`src/rtl/sync_fifo_pkg.sv`:
```
// Shared types and constants for the sync_fifo read-side streaming master.
package sync_fifo_pkg;

  typedef enum logic [1:0] {IDLE, BURST, DRAIN} rd_state_t;

  localparam int FIFO_RD_LAT = 1;
  localparam int OBUF_DEPTH  = 4;

endpackage

```
`src/rtl/sync_fifo_rd_stream_obuf.sv`:
```
// stream_obuf: 4-entry circular {last, data} buffer with push side and valid/ready pop side.
module stream_obuf
  import sync_fifo_pkg::*;
#(
  parameter int DAT_BIT = 32
) (
  input  logic               clk,
  input  logic               rst,
  input  logic               i_push,
  input  logic               i_pushLast,
  input  logic [DAT_BIT-1:0] i_pushData,
  input  logic               i_ready,
  output logic               o_valid,
  output logic [DAT_BIT-1:0] o_data,
  output logic               o_last,
  output logic [2:0]         o_occ
);

  logic [DAT_BIT:0] r_mem [OBUF_DEPTH];
  logic [1:0]       r_wrPtr;
  logic [1:0]       r_rdPtr;
  logic [2:0]       r_occ;
  logic             w_pop;
  logic             w_push;

  assign o_valid = (r_occ != 3'd0);
  assign o_occ   = r_occ;
  assign {o_last, o_data} = r_mem[r_rdPtr];

  // A push into a full buffer is only taken when the head leaves in the same cycle.
  assign w_pop  = o_valid & i_ready;
  assign w_push = i_push & ((r_occ != 3'(OBUF_DEPTH)) | w_pop);

  always_ff @(posedge clk or posedge rst) begin
    if (rst) begin
      for (int i = 0; i < OBUF_DEPTH; i++) r_mem[i] <= '0;
      r_wrPtr <= '0;
      r_rdPtr <= '0;
      r_occ   <= '0;
    end else begin
      if (w_push) begin
        r_mem[r_wrPtr] <= {i_pushLast, i_pushData};
        r_wrPtr        <= r_wrPtr + 2'd1;
      end
      if (w_pop) r_rdPtr <= r_rdPtr + 2'd1;
      case ({w_push, w_pop})
        2'b10:   r_occ <= r_occ + 3'd1;
        2'b01:   r_occ <= r_occ - 3'd1;
        default: r_occ <= r_occ;
      endcase
    end
  end

endmodule

```
`src/rtl/sync_fifo_rd_stream.sv`:
```
// Read-side burst master for sync_fifo presenting a valid/ready stream with a burst-end marker.
// Define SYNC_FIFO_RD_STREAM_PERF_EN to add saturating burst and stall counters.
module sync_fifo_rd_stream
  import sync_fifo_pkg::*;
#(
  parameter int ADR_BIT   = 6,
  parameter int DAT_BIT   = 32,
  parameter int BURST_LEN = 8
) (
  input  logic               clk,
  input  logic               rst,
  input  logic               en,
  input  logic               flush,
  output logic               fifo_rd_req,
  input  logic               fifo_rd_gnt,
  input  logic [DAT_BIT-1:0] fifo_rd_dat,
  input  logic               fifo_empty,
  input  logic [ADR_BIT:0]   fifo_count,
  output logic               m_valid,
  input  logic               m_ready,
  output logic [DAT_BIT-1:0] m_data,
  output logic               m_last,
  output logic               busy
`ifdef SYNC_FIFO_RD_STREAM_PERF_EN
  ,
  output logic [15:0]        perf_burst_cnt,
  output logic [15:0]        perf_stall_cnt
`endif
);

  localparam int                RW           = $clog2(BURST_LEN) + 1;
  localparam logic [ADR_BIT:0]  LP_BURST_CNT = (ADR_BIT + 1)'(BURST_LEN);
  localparam logic [RW-1:0]     LP_BURST_REM = RW'(BURST_LEN);

  rd_state_t     r_state;
  rd_state_t     w_stateNext;
  logic [RW-1:0] r_remaining;
  logic [RW-1:0] w_remainingNext;
  logic          r_inflight;
  logic          r_inflightLast;
  logic [2:0]    w_occ;
  logic          w_headroom;
  logic          w_grant;
  logic          w_startFull;
  logic          w_startShort;
  logic          w_lastAccept;
  logic          w_burstStart;

  // Leave room in the buffer for every word already in flight plus the new one.
  assign w_headroom   = (w_occ + {2'b00, r_inflight}) <= 3'(OBUF_DEPTH - FIFO_RD_LAT);
  assign fifo_rd_req  = (r_state == BURST) & (r_remaining != '0) & ~fifo_empty & w_headroom;
  assign w_grant      = fifo_rd_req & fifo_rd_gnt;
  assign w_startFull  = en & (fifo_count >= LP_BURST_CNT);
  assign w_startShort = en & flush & ~fifo_empty & (fifo_count < LP_BURST_CNT);
  assign w_lastAccept = m_valid & m_ready & m_last;
  assign w_burstStart = (r_state == IDLE) & (w_stateNext == BURST);
  assign busy         = (r_state != IDLE);

  always_comb begin
    w_stateNext     = r_state;
    w_remainingNext = r_remaining;
    case (r_state)
      IDLE: begin
        if (w_startFull) begin
          w_stateNext     = BURST;
          w_remainingNext = LP_BURST_REM;
        end else if (w_startShort) begin
          w_stateNext     = BURST;
          w_remainingNext = RW'(fifo_count);
        end
      end
      BURST: begin
        if (w_grant) begin
          w_remainingNext = r_remaining - RW'(1);
          if (r_remaining == RW'(1)) w_stateNext = DRAIN;
        end
      end
      DRAIN: begin
        if (w_lastAccept) w_stateNext = IDLE;
      end
      default: w_stateNext = IDLE;
    endcase
  end

  always_ff @(posedge clk or posedge rst) begin
    if (rst) begin
      r_state        <= IDLE;
      r_remaining    <= '0;
      r_inflight     <= 1'b0;
      r_inflightLast <= 1'b0;
    end else begin
      r_state        <= w_stateNext;
      r_remaining    <= w_remainingNext;
      r_inflight     <= w_grant;
      r_inflightLast <= w_grant & (r_remaining == RW'(1));
    end
  end

  stream_obuf #(
    .DAT_BIT(DAT_BIT)
  ) u_obuf (
    .clk        (clk),
    .rst        (rst),
    .i_push     (r_inflight),
    .i_pushLast (r_inflightLast),
    .i_pushData (fifo_rd_dat),
    .i_ready    (m_ready),
    .o_valid    (m_valid),
    .o_data     (m_data),
    .o_last     (m_last),
    .o_occ      (w_occ)
  );

`ifdef SYNC_FIFO_RD_STREAM_PERF_EN
  logic [15:0] r_perfBurstCnt;
  logic [15:0] r_perfStallCnt;

  assign perf_burst_cnt = r_perfBurstCnt;
  assign perf_stall_cnt = r_perfStallCnt;

  always_ff @(posedge clk or posedge rst) begin
    if (rst) begin
      r_perfBurstCnt <= '0;
      r_perfStallCnt <= '0;
    end else begin
      if (w_burstStart && (r_perfBurstCnt != 16'hFFFF)) r_perfBurstCnt <= r_perfBurstCnt + 16'd1;
      if (m_valid && !m_ready && (r_perfStallCnt != 16'hFFFF)) r_perfStallCnt <= r_perfStallCnt + 16'd1;
    end
  end
`endif

endmodule

```
`config.mk`:
```
export PLATFORM = sky130hd
export DESIGN_NAME = sync_fifo_rd_stream
export DESIGN_NICKNAME = d
export VERILOG_FILES = /design/src/rtl/sync_fifo_pkg.sv /design/src/rtl/sync_fifo_rd_stream_obuf.sv /design/src/rtl/sync_fifo_rd_stream.sv
export SDC_FILE = /design/constraint.sdc
export NUM_CORES = 1
export LEC_CHECK = 0
export ABC_AREA = 1
export BUFFER_PORTS_ARGS = -buffer_cell sky130_fd_sc_hd__buf_2
export CAP_MARGIN = 20
export CORE_UTILIZATION = 50
export CTS_CLUSTER_SIZE = 24
export DETAILED_ROUTE_END_ITERATION = 8
export PLACE_DENSITY = 0.72
export SLEW_MARGIN = 25
export SYNTH_ARGS = -nofsm -noshare
export SYNTH_HDL_FRONTEND = slang
export SYNTH_SLANG_ARGS = --single-unit
```
`constraint.sdc`:
```
create_clock -name clk -period 6.6 [get_ports clk]
set_input_delay 0.66 -clock clk [delete_from_list [all_inputs] [get_ports clk]]
set_output_delay 0.66 -clock clk [all_outputs]
set_load 0.005 [all_outputs]
```
==> results of run 1 <==
-- kinds of logic (layout without fill, tap and decap cells) --
logic type               after synthesis  count (layout)  synth area share (%)
AO/OA/AOI/OAI                        112             112                 8.270
buffers and inverters                 58             142                 5.609
flip-flops                           147             147                 49.52
XOR/XNOR                               6               6                0.7074
multiplexers                         132             132                 26.07
adder cells (fa/ha/maj)               10              10                 1.785
AND/OR/NAND/NOR                      126             126                 8.035
-- per-stage QoR --
| step | instances | setup slack [ns] |
|---|---|---|
| 6_report | 859 | 3.680 |
| 5_1_grt | 859 | 3.476 |
| 4_1_cts | 859 | 3.681 |
| 3_5_place_dp | 828 | 4.147 |
| 3_3_place_gp | 828 | 4.183 |
| 2_1_floorplan | 591 | 1.989 |
-- layout by cell type, fill, tap and decap left out, drive strengths merged, types with 9 or more instances in the layout --
cell type,Yosys,routed
buf,15,85
clkbuf,17,26
dfrtp,147,147
ha,9,9
inv,26,25
mux2,132,132
nand2,32,32
nand3,10,10
nor2,81,81
o21ai,72,72
o22ai,32,32
-- sequential cells by signal, indices dropped and copies added, names as in the netlist --
register,count
u_obuf.r_rdPtr,2
r_inflightLast,1
r_remaining,4
u_obuf.r_wrPtr,2
u_obuf.o_occ,3
r_state,2
r_inflight,1
u_obuf.r_mem,132
-- worst max-delay path, stage by stage (launching register included) --
cell	delay, ns
dfrtp_2	0.36
clkinv_2	0.65
o21ai_0	0.52
o22ai_1	0.15
buf_2	0.15
-- final timing paths --
| kind | to | slack (ns) | startpoint | cells past startpoint |
|---|---|---|---|---|
| worst max-delay path | m_data[14] | 3.68 | u_obuf.r_rdPtr[0] | 4 |
| worst min-delay path | u_obuf.r_mem[121] | 0.30 | rst | 2 |
| worst max register to register | u_obuf.o_occ[2] | 4.45 | u_obuf.o_occ[1] | 9 |
| worst min register to register | u_obuf.r_mem[48] | 0.50 | u_obuf.r_mem[48] | 1 |
| max in group asynchronous | u_obuf.r_rdPtr[0] | 5.09 | rst | 3 |
| min in group clk | u_obuf.r_mem[48] | 0.50 | u_obuf.r_mem[48] | 1 |
-- routing by layer --
layer  GRT usage (%)  vias to the layer above  routed length [microns]
met5               0                        -                       10
met4           6.399                        2                      168
met3           5.174                       17                      713
met2           35.69                      129                     7548
met1           29.78                     2404                     7166
li1                -                     2181                        -
-- layout make-up --
| cell class | count | share of cell area (%) |
|---|---|---|
| multi-input cells | 386 | 39.92 |
| flip-flops and latches | 147 | 44.07 |
| clock inverters | 5 | 0.8990 |
| well taps | 184 | 2.757 |
| clock buffers | 26 | 5.859 |
| inverters | 26 | 1.244 |
| repair buffers | 85 | 5.259 |
-- power breakdown --
group / internal, mW / switching [mW]
Clock: 0.583 / 0.348
Combinational: 0.769 / 0.766
Sequential: 1.24 / 0.205
Total: 2.59 / 1.32
==> impl_metrics.py, run 1 <==
metrics = {
    "clocking": {
        "ctsRootBufferMaster": "clkbuf_16",
        "cts_hold_buf": 0,
        "cts_tree": "built",
        "cts_sinks": 147,
        "htree_levels": 4,
        "cts_resized": 0,
        "numCtsBuffers": 17,
        "clk_latency_ns": 0.41,
        "clk_pin_slew_worst_paths_ns": 0.06,
        "cts_buffer_depth": 2,
        "postCtsSetupRepairBufs": 0,
    },
    "global_route": {
        "grt_pass1_wl_microns": 25470,
        "antenna_found_initial": 1,
        "grt_max_degree": 84,
        "overflow": 0,
        "grt.total_usage_pct": 22.11,
        "grt_pass1_vias": 4915,
    },
    "yosys": {
        "synth_fp_nets": 647,
        "synth_common_cells": "147 x dfrtp_1, 120 x mux2_4, 76 x nor2_1",
        "synth.largest_area_cell": "dfrtp_1",
        "ys_seq_elements": 147,
        "yosysSeqAreaShare_pct": 49.52,
        "synth_flop_cell": "dfrtp_1",
        "synth_most_common_cell": "dfrtp_1",
        "ys_warn_count": 0,
        "netlist.area_leader.share_pct": 49.52,
        "syn-cell-area_sq_um": 7428,
        "synth_edf_count": 0,
        "synthCells": 591,
        "synth_area_leaders": "dfrtp_1 50%, mux2_4 24%, o21ai_0 4.9%",
        "yosysUniqueCellTypes": 27,
        "ys_async_sr_fraction_pct": 100.0,
        "avgSynthCellArea_sq_um": 12.57,
    },
    "route": {
        "dr.pass1.iters": 4,
        "via_per_inst": 5.510,
        "vias": 4733,
        "drc": 0,
        "wl_per_cell_microns": 18.17,
        "postRouteAntennaNets": 0,
        "routed_wl_microns": 15610,
        "drt_iter0_markers": 315,
    },
    "flow_run": {
        "cap_violations": 0,
    },
    "placement": {
        "port_buffers": 81,
        "place.gp.congestion": 0.7838,
        "place_area_sq_um": 7781,
        "hpwl_microns": 9148,
    },
    "power": {
        "leakagePower_nw": 4.125,
        "p_total_mw": 3.907,
        "power.density_nw_per_um2": 467.8,
        "irDropWorstVdd_v": 0.0002460,
    },
    "run_status": {
        "status": "completed",
    },
    "floorplan": {
        "core-area_sq_um": 14530,
        "fp.dieW_microns": 123.9,
        "io_pins": 82,
        "rows": 44,
        "die_y_microns": 123.9,
        "die-area_sq_um": 15350,
        "start_util_pct": 51.11,
    },
    "setup_path": {
        "critPathKind": "reg2out",
        "crit_fanout": 66,
        "worstSetupStartpointType": "register",
        "cp-end-kind": "output pin",
        "cp.arrival_ns": 2.26,
        "crit_required_ns": 5.94,
    },
    "timing": {
        "drv_slew": 0,
        "max_freq_mhz": 342.5,
        "setup_tns_ns": 0,
        "rsz0062_at_grt": "false",
        "worst_pin_slew_ns": 0.9313,
        "slew_headroom_pct": 37.91,
        "finClkSkew_ns": 0.004798,
        "min_period_ns": 2.920,
        "final-hold-violation-count": 0,
        "report.final.setup_viol": 0,
        "fin_crit_sh_pct": 44.24,
        "whs_ns": 0.3033,
    },
    "finish": {
        "n_fill_cell": 1207,
        "diodes": 0,
        "multi_input_area_sq_um": 3333,
        "regArea_sq_um": 3680,
        "design_area_sq_um": 8351,
        "final_util_pct": 57.46,
        "drive_gt1_share_pct": 37.93,
        "syn_to_final_growth_pct": 12.41,
        "nets": 719,
    },
    "hold_path": {
        "holdCritPathClass": "in2async",
    },
}
No activity file was read; power rests on OpenSTA's default activity.
==> run 2, diff against run 1 <==
==> constraint.sdc (replaced) <==
create_clock -name clk -period 3.05 [get_ports clk]
set_input_delay 0.305 -clock clk [delete_from_list [all_inputs] [get_ports clk]]
set_output_delay 0.305 -clock clk [all_outputs]
set_load 0.005 [all_outputs]
==> impl_metrics.py, run 2 (synthesized netlist as in run 1, its figures left out) <==
metrics = {
    "clocking": {
        "numCtsBuffers": 17,
        "htree_levels": 4,
        "clk_latency_ns": 0.42,
        "cts_sinks": 147,
        "cts_buffer_depth": 2,
        "cts_resized": 0,
        "postCtsSetupRepairBufs": 0,
        "cts_tree": "built",
        "ctsRootBufferMaster": "clkbuf_16",
        "clk_pin_slew_worst_paths_ns": 0.06,
    },
    "timing": {
        "report.final.setup_viol": 0,
        "finClkSkew_ns": 0.006154,
        "slew_headroom_pct": 39.88,
        "rsz0062_at_grt": "false",
        "max_freq_mhz": 395.7,
        "fin_crit_sh_pct": 82.85,
        "min_period_ns": 2.527,
        "setup_tns_ns": 0,
        "drv_slew": 0,
        "final-hold-violation-count": 0,
        "whs_ns": 0.1654,
        "worst_pin_slew_ns": 0.9018,
    },
    "finish": {
        "final_cell_mix": "146 x dfrtp_1, 120 x mux2_4, 81 x buf_2",
        "nets": 723,
        "diodes": 0,
        "registers.top_by_ff_count": "u_obuf.r_mem",
        "fin_cells": 864,
        "syn_to_final_growth_pct": 14.40,
        "largest_reg_flops": 132,
        "final_common_cell": "dfrtp_1",
        "drive_gt1_share_pct": 39.12,
        "final_util_pct": 58.47,
    },
    "route": {
        "via_per_inst": 5.503,
        "dr.pass1.iters": 4,
        "drt_iter0_markers": 260,
        "postRouteAntennaNets": 0,
        "wl_per_cell_microns": 18.31,
        "drc": 0,
        "vias": 4755,
        "routed_wl_microns": 15820,
    },
    "global_route": {
        "overflow": 0,
        "grt.total_usage_pct": 22.10,
        "grt_pass1_vias": 4859,
        "grt_max_degree": 69,
        "antenna_found_initial": 0,
        "grt_pass1_wl_microns": 25550,
    },
    "power": {
        "power.density_nw_per_um2": 1038,
        "seqPwrFrac_pct": 35.5,
        "swShare_pct": 33.21,
        "p_int_mw": 5.894,
        "p_total_mw": 8.824,
        "power_frac_comb_pct": 37.7,
        "clock_power_share_pct": 26.8,
        "irDropWorstVdd_v": 0.0004588,
        "netSwitchingPower_mw": 2.930,
        "leakagePower_nw": 4.183,
    },
    "floorplan": {
        "die_y_microns": 123.9,
        "rows": 44,
        "fp.dieW_microns": 123.9,
        "core-area_sq_um": 14530,
        "die-area_sq_um": 15350,
        "io_pins": 82,
        "start_util_pct": 51.11,
    },
    "setup_path": {
        "critPathKind": "reg2out",
        "crit_required_ns": 2.74,
        "cp.arrival_ns": 2.22,
        "crit_fanout": 45,
        "cp-end-kind": "output pin",
        "worstSetupStartpointType": "register",
    },
    "run_status": {
        "status": "completed",
    },
    "placement": {
        "hpwl_microns": 9694,
        "dp_cells": 831,
        "port_buffers": 81,
        "place.gp.congestion": 0.8061,
    },
    "flow_run": {
        "cap_violations": 0,
    },
    "hold_path": {
        "holdCritPathClass": "in2reg",
    },
}
-- run 2: metal layers --
metal	wire length, microns	up-vias	track usage [%]
li1	-	2186	-
met1	7169	2450	29.41
met2	7786	101	35.83
met3	669	18	5.403
met4	195	0	6.473
met5	0	-	0
-- run 2: power groups by stage --
stage / combinational (mW) / clock [mW] / sequential [mW]
CTS: 3.36 / 2.39 / 3.12
global route: 3.70 / 2.48 / 3.21
finish: 3.32 / 2.37 / 3.13
global placement: 3.21 / 0 / 3.08
floorplan: 2.45 / 0 / 3.00
detailed placement: 3.34 / 0 / 3.12
-- run 2: through the flow --
step	setup WS (ns)	area, sq um
2_1_floorplan	0.8980	7432
3_3_place_gp	1.052	7815
3_5_place_dp	1.002	7815
4_1_cts	0.5448	8498
5_1_grt	0.3987	8498
6_report	0.5231	8498
-- run 2: final timing paths --
kind	from	end	slack (ns)	depth (start not counted)
worst max-delay path	u_obuf.r_rdPtr[0]	m_data[9]	0.52	5
worst min-delay path	fifo_rd_dat[9]	u_obuf.r_mem[75]	0.17	2
worst max register to register	u_obuf.o_occ[1]	u_obuf.o_occ[2]	1.00	9
worst min register to register	u_obuf.r_mem[52]	u_obuf.r_mem[52]	0.50	1
max in group asynchronous	rst	u_obuf.r_mem[5]	1.69	4
min in group asynchronous	rst	u_obuf.r_mem[24]	0.53	3
-- run 2: critical path: stages, from the launching register on --
cell,delay [ns]
dfrtp_2,0.40
inv_2,0.55
buf_4,0.37
nor2_1,0.08
o22ai_1,0.23
buf_2,0.15
-- run 2: what timing repair did --
action | in CTS | in global routing
hold endpoints to repair | 27 | 0
hold buffers | 1 | 0
endpoints found under the setup margin | 0 | 0
-- run 2: area by class of cell --
type,count,area (sq um)
Sequential cell,147,3680
Clock inverter,14,234.0
Inverter,26,101.3
Multi-Input combinational cell,386,3333
Clock buffer,18,439.2
Timing Repair Buffer,89,480.5
Tap cell,184,230.2
Fill cell,1139,6036
